**src/rtl/cordic_tanh_divider.sv**
```systemverilog
// tanh = sinh/cosh from one registered CORDIC pair, using a restoring divider
// that resolves one quotient bit per clock; saturates to +/-(2^(LEN-1)-1).
module cordic_tanh_divider #(
  parameter int LEN      = 16,
  parameter int OUT_FRAC = LEN - 1
) (
  input  logic                  clk,
  input  logic                  rst,
  input  logic                  in_valid,
  output logic                  in_ready,
  input  logic signed [LEN-1:0] sinh,
  input  logic        [LEN-1:0] cosh,
  output logic                  out_valid,
  input  logic                  out_ready,
  output logic signed [LEN-1:0] tanh,
  output logic                  sat
);

  localparam logic [1:0] S_IDLE = 2'd0;
  localparam logic [1:0] S_DIV  = 2'd1;
  localparam logic [1:0] S_DONE = 2'd2;
  localparam int CW = $clog2(LEN + 1);
  localparam logic signed [LEN-1:0] MAX_POS = {1'b0, {(LEN-1){1'b1}}};
  localparam logic signed [LEN-1:0] MAX_NEG = {1'b1, {(LEN-2){1'b0}}, 1'b1};

  // Magnitude kept one bit wider so that -2^(LEN-1) stays exact.
  function automatic logic [LEN:0] f_abs(input logic signed [LEN-1:0] v);
    logic [LEN:0] ext;
    ext = {v[LEN-1], v};
    return v[LEN-1] ? (~ext + 1'b1) : ext;
  endfunction

  function automatic logic signed [LEN-1:0] f_sat_sign(input logic neg, input logic ovf,
                                                       input logic [LEN-1:0] q);
    if (ovf) return neg ? MAX_NEG : MAX_POS;
    return neg ? signed'(~q + 1'b1) : signed'(q);
  endfunction

  logic [1:0]          r_state;
  logic [CW-1:0]       r_cnt;
  logic                r_sign;
  logic                r_sat_l;
  logic [LEN-1:0]      r_div;
  logic [LEN+1:0]      r_rem;
  logic [LEN-1:0]      r_q;
  logic signed [LEN-1:0] r_tanh;
  logic                r_sat;

  logic                w_accept;
  logic [LEN:0]        w_mag;
  logic [LEN+1:0]      w_rem_sh;
  logic                w_qbit;
  logic [LEN+1:0]      w_rem_nx;
  logic [LEN-1:0]      w_q_nx;

  assign w_accept  = in_valid && in_ready;
  assign w_mag     = f_abs(sinh);
  assign w_rem_sh  = {r_rem[LEN:0], 1'b0};
  assign w_qbit    = (w_rem_sh >= {2'b00, r_div});
  assign w_rem_nx  = w_qbit ? (w_rem_sh - {2'b00, r_div}) : w_rem_sh;
  assign w_q_nx    = {r_q[LEN-2:0], w_qbit};

  assign in_ready  = (r_state == S_IDLE) && !rst;
  assign out_valid = (r_state == S_DONE);
  assign tanh      = r_tanh;
  assign sat       = r_sat;

  always_ff @(posedge clk or posedge rst) begin
    if (rst) begin
      r_state <= S_IDLE;
      r_cnt   <= '0;
      r_sign  <= 1'b0;
      r_sat_l <= 1'b0;
      r_tanh  <= '0;
      r_sat   <= 1'b0;
    end else begin
      case (r_state)
        S_IDLE: if (w_accept) begin
          r_state <= S_DIV;
          r_cnt   <= CW'(OUT_FRAC);
          r_sign  <= sinh[LEN-1];
          r_sat_l <= (cosh == '0) || (w_mag >= {1'b0, cosh});
        end
        S_DIV: begin
          r_cnt <= r_cnt - 1'b1;
          // Last iteration: the final quotient bit is folded in directly.
          if (r_cnt == CW'(1)) begin
            r_state <= S_DONE;
            r_tanh  <= f_sat_sign(r_sign, r_sat_l, w_q_nx);
            r_sat   <= r_sat_l;
          end
        end
        S_DONE: if (out_ready) r_state <= S_IDLE;
        default: r_state <= S_IDLE;
      endcase
    end
  end

  // Divider datapath, no reset needed: always reloaded on accept.
  always_ff @(posedge clk) begin
    if (r_state == S_IDLE && w_accept) begin
      r_div <= cosh;
      r_rem <= {1'b0, w_mag};
      r_q   <= '0;
    end else if (r_state == S_DIV) begin
      r_rem <= w_rem_nx;
      r_q   <= w_q_nx;
    end
  end

endmodule

```
**config.mk**
```make
export PLATFORM = sky130hd
export DESIGN_NAME = cordic_tanh_divider
export DESIGN_NICKNAME = d
export VERILOG_FILES = /design/src/rtl/cordic_tanh_divider.sv
export SDC_FILE = /design/constraint.sdc
export NUM_CORES = 1
export LEC_CHECK = 0
export ABC_AREA = 1
export CAP_MARGIN = 20
export CORE_MARGIN = 4
export CORE_UTILIZATION = 40
export CTS_BUF_LIST = sky130_fd_sc_hd__clkbuf_2
export CTS_CLUSTER_DIAMETER = 150
export DETAILED_ROUTE_END_ITERATION = 10
export GPL_ROUTABILITY_DRIVEN = 0
export PLACE_DENSITY = 0.63
export SYNTH_ARGS = -nofsm -noshare
export SYNTH_HDL_FRONTEND = slang
export SYNTH_SLANG_ARGS = --single-unit
```
**constraint.sdc**
```tcl
create_clock -name clk -period 7.2 [get_ports clk]
set_input_delay 1.44 -clock clk [delete_from_list [all_inputs] [get_ports clk]]
set_output_delay 1.44 -clock clk [all_outputs]
set_load 0.05 [all_outputs]
```
==> reports/qor_table.md <==
| Quantity | This run | Unit |
| --- | --- | --- |
| Post-detailed-route DRC marker count | 0 | - |
| Ratio of cells with drive above 1 in the final layout | 0.0419 | - |
| Cells taking the most area after synthesis | sky130_fd_sc_hd__edfxtp_1, sky130_fd_sc_hd__dfrtp_1, sky130_fd_sc_hd__nand2_1 | - |
| Biggest area consumer among synthesized cells | sky130_fd_sc_hd__edfxtp_1 | - |
| Number of buffers created by CTS | 9 | - |
| Horizontal extent of the die | 121 | um |
| Buffer count from post-CTS setup fixing | 0 | - |
| Post-Place Cell Area | 0.00579 | sq mm |
| Worst r2r dst | tanh[10]$_DFFE_PP0P_ | - |
| Pins Over Slew Limit | 0 | - |
| Clock insertion delay at the later pin of the skew report | 0.50 | ns |
| Type of the most critical hold path | reg2reg | - |
| Minimum clock period after layout | 4.37 | ns |
| Headroom to the max-slew limit | 0.334 | - |
| Detailed Place HPWL | 9450 | um |
| Data required time at the worst endpoint | 5.76 | ns |
| Area of the core region | 0.0123 | sq mm |
| Number of top-level design ports | 55 | - |
| Period utilisation layout | 0.607 | - |
| Total Nets Final | 808 | - |
| Site Rows | 40 | - |
| Cell at the root of the clock tree | sky130_fd_sc_hd__clkbuf_2 | - |
| Die footprint | 0.0146 | sq mm |
| Run status | complete, no violations | - |
| Total routed wirelength | 12100 | um |
| Commonest non-fill, non-tap cells in the layout | sky130_fd_sc_hd__nand2_1, sky130_fd_sc_hd__inv_1, sky130_fd_sc_hd__o21ai_0 | - |
| Clock tree skew after final layout | 0.0424 | ns |
| Post-CTS resize count | 0 | - |
| Critical path arrival | 2.93 | ns |
| Proportion of synthesized chip area in sequential cells | 0.381 | - |
| Number of antenna repair diodes | 0 | - |
| Sort of element at the end of the critical path | primary output | - |
| Final number of hold-violating endpoints | 0 | - |
| Pin count of the biggest net entering global routing | 33 | - |
| Measured slew at the worst slew-check pin | 0.997 | ns |
| Initial Utilization | 0.416 | - |
| CTS sink count | 74 | - |
| Area growth syn-to-layout | 16.4 | % |
| Final setup violation count | 0 | - |
| Initial antenna violation count | 0 | - |
| Iteration-0 DRC count of the detailed router | 330 | - |
| Accumulated negative setup slack | 0 | ns |
| Worst setup path start | rst | - |
| Crit Path Category | in2out | - |
| CTS clk-pin slew, worst paths | 0.22 | ns |
| Die Y-Extent | 121 | um |
| Post-CTS Hold Buffers | 0 | - |
| 1st-pass router iterations | 7 | - |
| Number of cells traversed by the worst register-to-register path | 17 | - |
| Maximum clock rate | 229 | MHz |
| Yosys warning count | 0 | - |
| Most common cell after layout, fill and taps aside | sky130_fd_sc_hd__nand2_1 | - |
| Total global routing overflow | 0 | - |
| Final Instance Area | 0.00593 | sq mm |
| Overall track demand over capacity in global routing | 0.171 | - |
| RSZ-0062 raised after global routing | no | - |
| WL/cell | 13.3 | um |
| RR Startpoint | r_div[1]$_DFFE_PP_ | - |
| Static Leak | 2.86 | nW |
| Clk buf depth | 2 | - |
| Vias post-DR | 4487 | - |
| Number of flops mapped to enable cells by yosys | 33 | - |
| Netlist area before placement | 0.00509 | sq mm |
| Async SR Flop Fraction | 0.351 | - |
| Unique masters post-synth | 41 | - |
| Power per standard cell area | 398 | mW/mm^2 |
| Average cell area after synthesis | 7.44 | sq um |
| Vias in the first global route | 4346 | - |
| Net Count, Synth | 758 | - |
| TritonCTS clock tree | built | - |
| Antenna Violating Nets Remaining | 0 | - |
| Number of max-cap violations | 0 | - |
| Wire length of the first global-routing pass | 20300 | um |
| Area share of the leading cell type in the synthesized netlist | 0.194 | - |
| Post-synthesis cell count | 685 | - |
| Largest voltage drop on the vdd net | 0.000107 | V |
| Commonest register cell after synthesis | sky130_fd_sc_hd__edfxtp_1 | - |
| Flop-to-flop setup slack | 3.90 | ns |
| H-tree levels | 3 | - |
| Vias per inst | 4.94 | - |
| Startpoint Class | input port | - |
| Critical path peak fanout | 2 | - |
| Termination of the worst setup path | in_ready | - |
| Flops & latches, synth | 74 | - |
| Buffers added on ports | 54 | - |
[worst max-delay path, cell delays in order]
cell	delay, ns
sky130_fd_sc_hd__clkdlybuf4s50_1	0.42
sky130_fd_sc_hd__nor3_1	0.21
sky130_fd_sc_hd__clkdlybuf4s50_1	0.86
[synthesized netlist by cell type, drive strengths merged (5+ instances only)]
master	n
buf	7
clkbuf	12
dfrtp	26
nor3	12
inv	108
nand4	14
a31oi	5
ha	36
o211ai	5
xor2	23
xnor2	10
nand3	38
nor2	53
dfxtp	15
a21oi	32
nand2	175
o21ai	63
edfxtp	33
[logic make-up (layout without fill, tap and decap cells)]
logic type / Yosys count / in the layout / synth area share
compound gates: 114 / 114 / 0.122
xor+xnor: 33 / 33 / 0.0567
fa+ha+maj: 37 / 37 / 0.0923
buf+inv: 127 / 182 / 0.0982
flops: 74 / 74 / 0.381
simple gates: 300 / 300 / 0.250
[routing by layer]
| metal | global-route usage | wire [um] | part of all wire |
|---|---|---|---|
| met1 | 0.256 | 6290 | 0.52 |
| met2 | 0.248 | 5020 | 0.41 |
| met3 | 0.0303 | 614 | 0.051 |
| met4 | 0.0545 | 180 | 0.015 |
| met5 | 0 | 0 | 0 |
[through the flow]
step	utilization	hold slack [ns]	instances	setup WS (ns)	power, mW
floorplan	-	0.474	685	3.23	1.79
global placement	0.470	0.465	890	2.88	2.10
finish	0.484	0.513	908	2.83	2.36
CTS	0.481	0.515	907	2.81	2.37
detailed placement	0.472	0.466	891	2.79	2.13
global route	0.484	0.533	908	2.72	2.59
[layout make-up]
cell class              count  area (sq um)
inverters                 108           405
multi-input cells         484          2650
flip-flops and latches     74          1940
clock buffers              11          55.1
well taps                 168           210
fillers                  1235          6330
repair buffers             58           611
clock inverters             5          55.1
[registers in the layout (all words and copies together), names as in the netlist]
register,count
r_rem,17
r_div,16
tanh,16
r_q,15
r_cnt,5
r_state,2
r_sat_l,1
r_sign,1
sat,1
[how the worst min path moves through the flow]
stage / slack (ns) / cells after the start / to / start
2_1_floorplan: 0.47 / 1 / r_state[1]$_DFFE_PP0P_ / r_state[0]$_DFFE_PP0P_
3_3_place_gp: 0.46 / 2 / tanh[9]$_DFFE_PP0P_ / tanh[9]$_DFFE_PP0P_
3_5_place_dp: 0.47 / 2 / tanh[9]$_DFFE_PP0P_ / tanh[9]$_DFFE_PP0P_
4_1_cts: 0.52 / 2 / tanh[9]$_DFFE_PP0P_ / tanh[9]$_DFFE_PP0P_
5_1_grt: 0.53 / 2 / tanh[7]$_DFFE_PP0P_ / tanh[7]$_DFFE_PP0P_
6_report: 0.51 / 2 / tanh[13]$_DFFE_PP0P_ / tanh[13]$_DFFE_PP0P_
[power by group]
part           total (mW)  switching (mW)  internal [mW]
clock               0.229           0.146         0.0830
combinational        1.35           0.863          0.488
sequential          0.778           0.129          0.649
total                2.36            1.14           1.22
(Power assumes the default switching activity.)
